**src/rtl/instr_encoder.sv**
```systemverilog
// RV32I instruction encoder and program streamer: packs field sets into 32-bit words
// and streams them with byte addresses. Optional legality checking under ENC_CHECK_EN.
module instr_encoder #(
    parameter logic [31:0] BASE_ADDR = 32'h0000_0000
) (
    input  logic        clk,
    input  logic        rst_n,
    input  logic        restart,
    input  logic        in_valid,
    output logic        in_ready,
    input  logic [2:0]  fmt,
    input  logic [6:0]  opcode,
    input  logic [4:0]  rd,
    input  logic [2:0]  funct3,
    input  logic [4:0]  rs1,
    input  logic [4:0]  rs2,
    input  logic [6:0]  funct7,
    input  logic [31:0] imm,
    output logic        out_valid,
    input  logic        out_ready,
    output logic [31:0] out_instr,
    output logic [31:0] out_addr,
    output logic        out_err
);

    typedef enum logic {
        ST_EMPTY = 1'b0,
        ST_FULL  = 1'b1
    } state_t;

    localparam logic [31:0] NOP_INSTR = 32'h0000_0013;

    state_t      state_r;
    logic        alive_r;
    logic [31:0] addr_cnt_r;
    logic [31:0] out_instr_r;
    logic [31:0] out_addr_r;
    logic        out_err_r;

    logic        accept_s;
    logic        drain_s;
    logic [31:0] enc_s;
    logic [31:0] word_s;
    logic        err_s;

    function automatic logic [31:0] encode(
        input logic [2:0]  f,
        input logic [6:0]  op,
        input logic [4:0]  d,
        input logic [2:0]  f3,
        input logic [4:0]  s1,
        input logic [4:0]  s2,
        input logic [6:0]  f7,
        input logic [31:0] im
    );
        logic [31:0] w;
        case (f)
            3'd0:    w = {f7, s2, s1, f3, d, op};
            3'd1:    w = {im[11:0], s1, f3, d, op};
            3'd2:    w = {im[11:5], s2, s1, f3, im[4:0], op};
            3'd3:    w = {im[12], im[10:5], s2, s1, f3, im[4:1], im[11], op};
            3'd4:    w = {im[31:12], d, op};
            3'd5:    w = {im[20], im[10:1], im[11], im[19:12], d, op};
            default: w = {25'b0, op};
        endcase
        return w;
    endfunction

`ifdef ENC_CHECK_EN
    // A value fits a signed field when all bits above the field's sign bit match it.
    function automatic logic illegal(
        input logic [2:0]  f,
        input logic [6:0]  op,
        input logic [31:0] im
    );
        logic bad;
        case (f)
            3'd0:    bad = 1'b0;
            3'd1,
            3'd2:    bad = !((&im[31:11]) || (~|im[31:11]));
            3'd3:    bad = !((&im[31:12]) || (~|im[31:12])) || im[0];
            3'd4:    bad = |im[11:0];
            3'd5:    bad = !((&im[31:20]) || (~|im[31:20])) || im[0];
            default: bad = 1'b1;
        endcase
        if (op[1:0] != 2'b11) begin
            bad = 1'b1;
        end else begin
            bad = bad;
        end
        return bad;
    endfunction

    // Encoded word with illegal field sets replaced by a NOP.
    always_comb begin
        enc_s  = encode(fmt, opcode, rd, funct3, rs1, rs2, funct7, imm);
        err_s  = illegal(fmt, opcode, imm);
        if (err_s) begin
            word_s = NOP_INSTR;
        end else begin
            word_s = enc_s;
        end
    end
`else
    // Encoded word, no legality checking.
    always_comb begin
        enc_s  = encode(fmt, opcode, rd, funct3, rs1, rs2, funct7, imm);
        err_s  = 1'b0;
        word_s = enc_s;
    end
`endif

    assign in_ready  = alive_r && !restart && ((state_r == ST_EMPTY) || out_ready);
    assign accept_s  = in_valid && in_ready;
    assign drain_s   = (state_r == ST_FULL) && out_ready;

    assign out_valid = (state_r == ST_FULL);
    assign out_instr = out_instr_r;
    assign out_addr  = out_addr_r;
    assign out_err   = out_err_r;

    // Output register state machine and address counter; restart overrides handshakes.
    always_ff @(posedge clk or negedge rst_n) begin
        if (!rst_n) begin
            state_r     <= ST_EMPTY;
            alive_r     <= 1'b0;
            addr_cnt_r  <= BASE_ADDR;
            out_instr_r <= 32'h0000_0000;
            out_addr_r  <= 32'h0000_0000;
            out_err_r   <= 1'b0;
        end else if (restart) begin
            state_r     <= ST_EMPTY;
            alive_r     <= 1'b1;
            addr_cnt_r  <= BASE_ADDR;
            out_instr_r <= 32'h0000_0000;
            out_addr_r  <= 32'h0000_0000;
            out_err_r   <= 1'b0;
        end else begin
            alive_r <= 1'b1;
            if (accept_s) begin
                state_r     <= ST_FULL;
                out_instr_r <= word_s;
                out_addr_r  <= addr_cnt_r;
                out_err_r   <= err_s;
                addr_cnt_r  <= addr_cnt_r + 32'd4;
            end else if (drain_s) begin
                state_r <= ST_EMPTY;
            end else begin
                state_r <= state_r;
            end
        end
    end

endmodule

```
**config.mk**
```make
export PLATFORM = sky130hd
export DESIGN_NAME = instr_encoder
export DESIGN_NICKNAME = d
export VERILOG_FILES = /design/src/rtl/instr_encoder.sv
export SDC_FILE = /design/constraint.sdc
export NUM_CORES = 1
export LEC_CHECK = 0
export ABC_CLOCK_PERIOD_IN_PS = 3600
export CAP_MARGIN = 20
export CORE_MARGIN = 8
export CORE_UTILIZATION = 50
export DETAILED_ROUTE_END_ITERATION = 10
export DONT_BUFFER_PORTS = 1
export PLACE_DENSITY_LB_ADDON = 0.1
export SLEW_MARGIN = 20
export SYNTH_ARGS = -nofsm -noshare
export SYNTH_HDL_FRONTEND = slang
export SYNTH_SLANG_ARGS = --single-unit
```
**constraint.sdc**
```tcl
create_clock -name clk -period 3.6 [get_ports clk]
set_input_delay 0.72 -clock clk [delete_from_list [all_inputs] [get_ports clk]]
set_output_delay 0.72 -clock clk [all_outputs]
set_load 0.02 [all_outputs]
```
==> results list <==
- For this run, the register share of the synthesized area comes to 0.493.
- The sequential cells in the finished layout cover a total of 0.00238 mm2.
* CTS tree: done
* Final min period: 2140 ps
- Final hold violations: 0
- Setup TNS: 0 ps
- Worst-case headroom to the max-slew limit: 0.566
- The die covers 0.0130 mm2.
* Horiz. Die Dim: about 110 um
- Global routing met3 resource utilization: 0.0759
* Critical path peak fanout: 11
- For met1 alone, demand over resource in global routing was 0.233.
- Worst vdd rail ir drop: 0.236 mV
* Iteration count of the initial detailed-routing pass: 4
- Kind of critical path: reg2reg
- Setup repair after global routing left no endpoint under its margin.
- The critical path goes through nand2b_1 -> nand4_1 -> nor4_1 -> mux2_2.
- Primary flip-flop cell chosen by synthesis mapping: sky130_fd_sc_hd__dfrtp_1
* Nature of the critical path startpoint: flop
* Yosys warnings: 0
* Most used routing layer in global routing: met2
- At the end of routability-driven placement, the weighted congestion stood at 0.789.
- Sum of routed wire length over all layers: 12000 um
* CP required: 3860 ps
- Synthesis produced 510 cells.
- Final Cycle Share: 0.596
- Number of CTS-inserted buffers: 9
- Hold Worst Slack: 28.5 ps
- Global-route wire length before repair: 19700 um
- In the synthesized netlist the async set-or-reset flop fraction comes to 1.00.
- Slowest cell on the critical path: sky130_fd_sc_hd__dfrtp_1
* Slew of the pin with the lowest slew margin: 649 ps
* Final Net Count: 556
* Critical path launch point: out_valid$_DFFE_PN0P_
* Number of hold buffers added after CTS: 0
- Mean number of vias per cell: between 5 and 6
- Setup violations remaining at the end of the flow were counted as 0.
- Summing all multi-input logic gate instances after layout gives 0.00227 mm2.
* Netlist Area Pre-Place: 0.00482 mm2
* Inserted Diodes: 0
- Final setup skew: 13.4 ps
* Total clock sinks: 95
- The number of global-route vias before repair came to 3695.
* Half-perimeter wire length after detailed placement: 8250 um
* Crit Reg-Reg Endpoint: addr_cnt_r[27]$_DFFE_PN0P_
- 1st-iter DRT viols: between 200 and 300
- The number of cells on the worst reg-to-reg path is 4.
* Reg-to-reg slack, setup: 1460 ps
- In this run the post-CTS setup repair buffer count came out at 0.
- Number of unique standard cell types used by synthesis: 44
* Clk buf depth: 2
- The number of nets handed over by synthesis was roughly 580.
- Counting flops with a built-in enable in the synthesized netlist gives 0.
* Post-synthesis to final-layout area growth: 5.24%
* Maximum clock frequency: 0.466 GHz
* Worst-path clk slew: roughly 100 ps
* CP arrival: 2410 ps
- The initial utilization of the core area, before any placement, comes to 0.505.
- Worst stage delay on the critical path: between 400 and 500 ps
* Antenna violations before repair: 0
- Max-slew violation count: 0
- FILL cells: 931
- Global Route Usage Sum: 0.189
- Clock tree synthesis selected as its root buffer the cell sky130_fd_sc_hd__clkbuf_8.
- Entering global routing, the biggest net connects 107 pins.
* Util after Layout: 0.531
* Endpoint of the worst setup timing path: addr_cnt_r[27]$_DFFE_PN0P_
- Ratio of cells with drive above 1 in the final layout: 0.0635
- Die boundary height: 114 um
* Detailed-route wire length per cell: 19.4 um
- The routed layout has around 3.7k vias.
- Pin placement for this block handled 139 I/O pins.
- Standard-cell row count: 36
- In this run the mean area of a mapped cell was approximately 9.5 um2.
- Global routing finished with a remaining overflow of 0.
* Met2 Use GR: 0.289
- In this run the tool buffered the top-level ports with 0 buffer cells.
- Max_cap viols: 0
* H-tree Lvls: 3
- Power Dens Cells: 400 mW/mm2
- The later pin in the worst-skew pair is clocked with a latency of around 380 ps.
- Remaining routing DRC violations: 0
* Core region area: between 0.009 and 0.01 mm2
- In this run, post-CTS repair resized a total of 0 instances.
- STA classifies the critical path endpoint as a flop.
- The worst register-to-register path begins at out_valid$_DFFE_PN0P_.
- The synthesized design contains 95 register bits.
- Leakage power of the design: 2.18 nW
- Antenna Nets Post-Route: 0
- In this run the worst hold path is classified as in2async.
- Status: completed
==> kinds of logic (layout without fill, tap and decap cells) <==
group                      Yosys count  in the layout  share of synthesized area
adders and majority gates            1              1                    0.00259
muxes                               15             15                     0.0343
and+or+nand+nor                    242            242                      0.278
AOI/OAI and AO/OA                  105            105                      0.141
xor gates and xnor gates             5              5                    0.00908
DFF                                 95             95                      0.493
buffers and inverters               45             23                     0.0397
other                                2              2                    0.00156
==> registers in the layout, summed over array words and instances (netlist names) <==
signal	cells
addr_cnt_r	30
alive_r	1
out_addr	31
out_instr	32
out_valid	1
==> power by group <==
| part | switching (mW) | leakage, nW | internal [mW] |
|---|---|---|---|
| Sequential | 0.0380 | 1.32 | 1.08 |
| Combinational | 0.0538 | 0.760 | 0.0466 |
| Clock | 0.405 | 0.108 | 0.401 |
==> stage by stage <==
stage	cell area (um2)	setup WS [ps]	total power [mW]	std cells
after floorplan	4820	1640	1.24	510
after global placement	4850	1260	1.24	605
after detailed placement	4850	1210	1.25	605
after CTS	5070	1440	2.06	621
after global routing	5070	1310	2.12	621
final	5070	1460	2.03	621
==> placed cells by master, fill, tap and decap left out, types with 7 or more instances in the layout <==
cell type / n
sky130_fd_sc_hd__nand3b_1: 55
sky130_fd_sc_hd__a21oi_1: 20
sky130_fd_sc_hd__nand2_1: 84
sky130_fd_sc_hd__or4_1: 10
sky130_fd_sc_hd__nor2b_1: 12
sky130_fd_sc_hd__a22oi_1: 28
sky130_fd_sc_hd__nand3_1: 9
sky130_fd_sc_hd__nor4_1: 13
sky130_fd_sc_hd__dfrtp_1: 95
sky130_fd_sc_hd__nand4_1: 12
sky130_fd_sc_hd__o21ai_0: 28
sky130_fd_sc_hd__and4_1: 7
sky130_fd_sc_hd__mux2_2: 8
sky130_fd_sc_hd__clkbuf_8: 9
sky130_fd_sc_hd__nor2_1: 21
sky130_fd_sc_hd__o31ai_1: 10
==> cell usage after synthesis (all sizes together), types with 2 or more instances <==
master   n  area share
dfrtp   95        0.49
nand2   85       0.067
nand3b  55       0.086
o21ai   31       0.032
a22oi   28       0.044
clkbuf  25       0.019
nor2    21       0.016
a21oi   20       0.021
buf     16       0.017
nor2b   13       0.017
nor4    13       0.017
mux2    12       0.028
nand4   12       0.016
nand3   11       0.012
o31ai   10       0.016
or4     10       0.016
and4     7       0.013
o22a     6       0.011
and3     5      0.0065
a22o     4      0.0073
and2     3      0.0039
inv      3      0.0023
mux2i    3      0.0062
nand2b   3      0.0039
xor2     3      0.0054
a221oi   2      0.0036
conb     2      0.0016
nor3     2      0.0021
xnor2    2      0.0036
==> cell type report <==
class | count | share of cell area
Clock buffer | 9 | 0.0244
Clock inverter | 7 | 0.0205
Inverter | 4 | 0.00296
Multi-Input combinational cell | 370 | 0.446
Sequential cell | 95 | 0.468
Tap cell | 133 | 0.0328
Timing Repair Buffer | 3 | 0.00444
==> worst max-delay path: cells and delay by family, from the launching register on <==
family / cells / cell delay (ps)
and+or+nand+nor: 3 / 1180
DFF: 1 / 480
muxes: 1 / 370
==> metal layers <==
| layer | vias up | wire length [um] |
|---|---|---|
| li1 | 1788 | - |
| met1 | 1790 | 5100 |
| met2 | 128 | 5610 |
| met3 | 12 | 1150 |
| met4 | 0 | 176 |
| met5 | - | 0 |
==> how the worst min path moves through the flow <==
stage                     startpoint                         end  slack, ps  depth (start not counted)
after floorplan                rst_n  addr_cnt_r[10]$_DFFE_PN0P_        420                          0
after global placement         rst_n    out_addr[22]$_DFFE_PN0P_        430                          0
after detailed placement       rst_n    out_addr[24]$_DFFE_PN0P_        430                          0
after CTS                      rst_n    out_addr[18]$_DFFE_PN0P_          7                          0
after global routing           rst_n    out_addr[25]$_DFFE_PN0P_          4                          0
final                          rst_n    out_addr[10]$_DFFE_PN0P_         30                          0
Power figures use the tool's default switching activity.
